File: src/rtl/dds_sample_packer.sv
// Packs PACK_N strobed samples into one DCFIFO word, holding one word across back-pressure.
// Optional: define PARTIAL_FLUSH_EN to emit zero-padded partial words on a frame marker.
module dds_sample_packer #(
  parameter int SAMPLE_W = 8,
  parameter int PACK_N   = 4,
  parameter int OVF_W    = 16
) (
  input  logic                       clk_i,
  input  logic                       rstn_i,
  input  logic                       en_i,
  input  logic                       dds_i,
  input  logic                       dds1_i,
  input  logic [SAMPLE_W-1:0]        sample_i,
  input  logic                       fifo_full_i,
  output logic                       fifo_wrreq_o,
  output logic [SAMPLE_W*PACK_N-1:0] fifo_data_o,
  output logic [OVF_W-1:0]           ovf_cnt_o,
  output logic                       busy_o
);
  localparam int WORD_W = SAMPLE_W * PACK_N;
  localparam int SLOT_W = (PACK_N > 1) ? $clog2(PACK_N) : 1;

  typedef enum logic [1:0] {IDLE, PACK, HOLD} state_t;

  state_t              state_q;
  logic                dds_q, dds1_q;
  logic [SLOT_W-1:0]   slot_q, slot_a, slot_d;
  logic [WORD_W-1:0]   pack_q, pack_a, pack_d;
  logic [WORD_W-1:0]   hold_q, data_q, cword;
  logic [OVF_W-1:0]    ovf_q;
  logic                wrreq_q, busy_q;
  logic                tick, fmark, act, cmpl, flush;

  assign tick  = dds_i & ~dds_q;
  assign fmark = dds1_i & ~dds1_q;
  assign act   = en_i && (state_q != IDLE);

  // Lane capture; the pack register is cleared whenever a word leaves it,
  // so unfilled upper lanes of a partial word are always zero.
  always_comb begin
    slot_a = slot_q;
    pack_a = pack_q;
    if (fmark) begin
      slot_a = '0;
      pack_a = '0;
    end
    flush = 1'b0;
`ifdef PARTIAL_FLUSH_EN
    flush = act && fmark && (slot_q != '0);
`endif
    slot_d = slot_a;
    pack_d = pack_a;
    cmpl   = 1'b0;
    cword  = pack_q;
    if (act && tick) begin
      pack_d[slot_a*SAMPLE_W +: SAMPLE_W] = sample_i;
      if (slot_a == SLOT_W'(PACK_N-1)) begin
        cmpl   = 1'b1;
        cword  = pack_d;
        slot_d = '0;
        pack_d = '0;
      end else begin
        slot_d = slot_a + SLOT_W'(1);
      end
    end
    // With PACK_N > 1 a flush and a tick-completion cannot coincide.
    if (flush) begin
      cmpl  = 1'b1;
      cword = pack_q;
    end
    if (!act) begin
      slot_d = '0;
      pack_d = '0;
    end
  end

  always_ff @(posedge clk_i) begin
    if (!rstn_i) begin
      state_q <= IDLE;
      dds_q   <= 1'b0;
      dds1_q  <= 1'b0;
      slot_q  <= '0;
      pack_q  <= '0;
      hold_q  <= '0;
      data_q  <= '0;
      ovf_q   <= '0;
      wrreq_q <= 1'b0;
      busy_q  <= 1'b0;
    end else begin
      dds_q   <= dds_i;
      dds1_q  <= dds1_i;
      slot_q  <= slot_d;
      pack_q  <= pack_d;
      wrreq_q <= 1'b0;
      case (state_q)
        IDLE: if (en_i) state_q <= PACK;
        PACK: begin
          if (!en_i) begin
            state_q <= IDLE;
          end else if (cmpl) begin
            if (!fifo_full_i) begin
              wrreq_q <= 1'b1;
              data_q  <= cword;
            end else begin
              hold_q  <= cword;
              busy_q  <= 1'b1;
              state_q <= HOLD;
            end
          end
        end
        HOLD: begin
          if (!fifo_full_i) begin
            wrreq_q <= 1'b1;
            data_q  <= hold_q;
            if (cmpl) begin
              hold_q <= cword;
            end else begin
              busy_q  <= 1'b0;
              state_q <= en_i ? PACK : IDLE;
            end
          end else if (cmpl && (ovf_q != '1)) begin
            ovf_q <= ovf_q + OVF_W'(1);
          end
        end
        default: state_q <= IDLE;
      endcase
    end
  end

  assign fifo_wrreq_o = wrreq_q;
  assign fifo_data_o  = data_q;
  assign ovf_cnt_o    = ovf_q;
  assign busy_o       = busy_q;
endmodule
File: config.mk
export PLATFORM = sky130hd
export DESIGN_NAME = dds_sample_packer
export DESIGN_NICKNAME = d
export VERILOG_FILES = /design/src/rtl/dds_sample_packer.sv
export SDC_FILE = /design/constraint.sdc
export NUM_CORES = 1
export LEC_CHECK = 0
export ABC_AREA = 1
export BUFFER_PORTS_ARGS = -buffer_cell sky130_fd_sc_hd__buf_2
export CORE_ASPECT_RATIO = 0.6
export CORE_MARGIN = 2
export CORE_UTILIZATION = 45
export CTS_CLUSTER_DIAMETER = 30
export DETAILED_ROUTE_END_ITERATION = 10
export PLACE_DENSITY = 0.65
export SYNTH_ARGS = -nofsm -noshare
export SYNTH_HDL_FRONTEND = slang
export SYNTH_SLANG_ARGS = --single-unit
File: constraint.sdc
create_clock -name clk_i -period 2.49 [get_ports clk_i]
set_input_delay 0.498 -clock clk_i [delete_from_list [all_inputs] [get_ports clk_i]]
set_output_delay 0.498 -clock clk_i [all_outputs]
set_load 0.02 [all_outputs]
==> results.yml <==
route:
  final_antenna_net_count: 0
  drt-total-wl_um: 18100
  avgViaCountPerCell: 4.81
  drc: 0
  dr_total_vias: 6808
  wl_per_cell_um: 12.8
  drt-pass1-iter-count: 5
  first_iter_violations: 627
global_routing:
  grt_pass1_vias: 5865
  grt_usage: 0.233
  grt_antenna_before_repair: 0
  grt_max_degree: 47
  grt_use_met1: 0.382
  use_met3: 0.0425
  grt_pass1_wl_um: 30100
  gr-total-overflow: 0
  use_met2: 0.301
  grt-busiest-layer: "met1"
setup_path:
  r2r_start: "dds1_q$_SDFF_PN0_"
  startpoint_type: "flip-flop"
  cpMostUsedCell: "nand2_1"
  criticalPathCategory: "reg -> reg"
  worstPathArrival_ns: 2.47
  crit_chain: "inv_1 > nand2_1 > nand2_1 > inv_1 > ha_1 > nand3_2 > buf_4 > nand2_1 > o21ai_4 > buf_4 > nand2_1 > nand2_1 > a21oi_1"
  r2r_end: "fifo_data_o[14]$_SDFFE_PN0P_"
  worstSetupEndpointType: "flip-flop"
  slowest_stage: "buf_4"
  cp_max_fo: 36
  critical_path.max_stage_delay_ns: 0.37
  required_ns: 2.79
  rr_worst_depth: 13
  ff2ff_setup_slack_ns: 0.32
  critPathTopFamily: "simple AND/OR/NAND/NOR gates"
  cp_num_buf_inv: 4
worst_hold_path:
  hold_path.class: "in -> reg"
  min_from: "dds_i"
  hold_depth: 3
  worst_hold_path.endpoint: "dds_q$_SDFF_PN0_"
clock_network:
  cts_setup_buffers: 0
  clkTransAtPathRegs_ns: 0.06
  numClockSinks: 120
  hold_buffers: 0
  cts_max_level: 4
  post_cts_resized: 0
  clk-insertion-delay-late_ns: 0.42
  cts_buffer_depth: 2
  cts-root-buf: "clkbuf_16"
  cts_tree: "done"
  numCtsBuffers: 17
synthesis:
  synth_fp_nets: 1176
  yosys_warnings: 0
  synth_fa_ha_area_frac: 0.0183
  ys_seq_area_frac: 0.352
  synth_top_family_by_area: "simple AND/OR/NAND/NOR gates"
  synth_xor_area_frac: 0.00385
  muxShareOfSynthArea: 0
  synth_area_um2: 6830
  ys_ff_latch: 120
  synthDistinctLibCells: 27
  synthesis.instances: 1152
  synth-simple-area-share: 0.431
  avgSynthCellArea_um2: 5.93
  synth-compound-area-share: 0.0705
power_and_ir_drop:
  sw_frac_of_total: 0.382
  p_seq_frac: 0.311
  p_switching_mw: 3.00
  leakage_nw: 4.12
  ir_drop_uv: 565
  power_mw: 7.85
  p_int_mw: 4.85
  power_density_nw_per_um2: 983
  pwr-share-comb: 0.365
  clock_power_share: 0.324
timing:
  timing.fmax_mhz: 462
  final.min_clock_period_ns: 2.17
  relSlewSlack: 0.544
  drv_slew: 0
  setup_tns_ns: 0
  fin_crit_sh: 0.870
  rsz0062_at_grt: "false"
  clock_skew_ns: 0.0110
  fin_hold_ws_ns: 0.281
  setup_violations: 0
  fin_ws_ns: 0.324
  tightest_slew_ns: 0.682
  hold_violations: 0
floorplanning:
  start_util: 0.465
  core_um2: 14700
  die_area_um2: 16200
  fp.dieH_um: 99.4
  row_count: 34
  die_w_um: 163
  ioPinCount: 64
flow_run:
  cap_violations: 0
final_layout:
  final_common_cell: "nand2_1"
  layout_common_cells: "nand2_1, nor2_1, inv_1, nand3_1, dfxtp_1"
  final_nets: 1227
  area_growth_syn_to_layout_pct: 16.9
  drive_above_1_share: 0.109
  utilization: 0.544
  num_antenna_cells: 0
place:
  pre_cts_ws_ns: 0.0838
  gp_congestion: 0.914
  port_buffers: 63
  dp_hpwl_um: 12300
run_status:
  status: "finished clean"
worst max path at each step:
stage	startpoint	to	slack, ns	cells after the start
after global placement	dds1_i	hold_q[18]$_SDFFE_PN0P_	0.14	12
after floorplan	dds1_i	hold_q[22]$_SDFFE_PN0P_	0.19	13
after detailed placement	dds1_i	fifo_data_o[19]$_SDFFE_PN0P_	0.08	13
after global routing	dds1_q$_SDFF_PN0_	hold_q[19]$_SDFFE_PN0P_	0.04	12
final	dds1_q$_SDFF_PN0_	fifo_data_o[14]$_SDFFE_PN0P_	0.32	13
after CTS	dds1_q$_SDFF_PN0_	fifo_data_o[19]$_SDFFE_PN0P_	0.34	13
sequential cells by signal (all words and copies together), names as in the netlist:
register,flops
state_q,2
busy_o,1
fifo_wrreq_o,1
dds_q,1
slot_q,2
dds1_q,1
ovf_cnt_o,16
hold_q,32
pack_q,32
fifo_data_o,32
logic make-up after synthesis:
| family | Yosys count |
|---|---|
| compound gates | 92 |
| xor+xnor | 3 |
| fa+ha+maj | 10 |
| buf+inv | 210 |
| flops | 120 |
| simple gates | 717 |
worst register-to-register path, stage by stage (launching register included):
cell     delay (ns)
dfxtp_1        0.29
inv_1          0.04
nand2_1        0.09
nand2_1        0.18
inv_1          0.11
ha_1           0.22
nand3_2        0.17
buf_4          0.17
nand2_1        0.08
o21ai_4        0.08
buf_4          0.37
nand2_1        0.13
nand2_1        0.07
a21oi_1        0.04
per-layer routing:
layer | vias to the layer above | share of wire
li1 | 3646 | -
met1 | 2927 | 0.57
met2 | 218 | 0.36
met3 | 17 | 0.066
met4 | 0 | 0.010
met5 | - | 0
cells in the mapped netlist:
master,count,area share
nand2_2,2,0.0018
a21oi_1,71,0.052
o21ai_2,2,0.0026
clkinv_1,4,0.0022
nand2_1,409,0.22
nand3b_1,11,0.012
inv_1,149,0.082
xor2_1,3,0.0038
nand2_4,1,0.0016
a211oi_1,1,0.0011
ha_1,10,0.018
o21ai_0,17,0.012
buf_6,3,0.0049
a21oi_4,1,0.0024
nor2_4,1,0.0016
buf_1,4,0.0022
dfxtp_1,120,0.35
nor2_2,3,0.0027
inv_2,1,0.00055
buf_4,3,0.0033
nor3_1,1,0.00073
nand3_1,131,0.096
nor2_1,152,0.084
clkbuf_1,26,0.014
buf_2,20,0.015
nand4_1,5,0.0046
nand4_2,1,0.0018
final cells by class:
| class | count | area (um^2) |
|---|---|---|
| inverter | 154 | 578 |
| fill | 1511 | 6700 |
| clock buffer | 20 | 457 |
| timing repair buffer | 88 | 553 |
| multi-input combinational | 822 | 3590 |
| clock inverter | 12 | 150 |
| tap | 198 | 248 |
| sequential | 120 | 2400 |
stage by stage:
step                std cells  cell area [um^2]
floorplan                1152              6830
global placement         1382              7370
CTS                      1414              7980
detailed placement       1382              7370
finish                   1414              7980
global route             1414              7980
power groups by stage:
| stage | combinational, mW | clock, mW | sequential, mW |
|---|---|---|---|
| after floorplan | 1.92 | 0 | 2.70 |
| after global placement | 2.84 | 0 | 2.48 |
| after detailed placement | 2.84 | 0 | 2.47 |
| after CTS | 2.87 | 2.57 | 2.44 |
| after global routing | 3.30 | 2.64 | 2.48 |
| final | 2.87 | 2.54 | 2.44 |
Note: power is estimated with default switching activity, not from simulation.
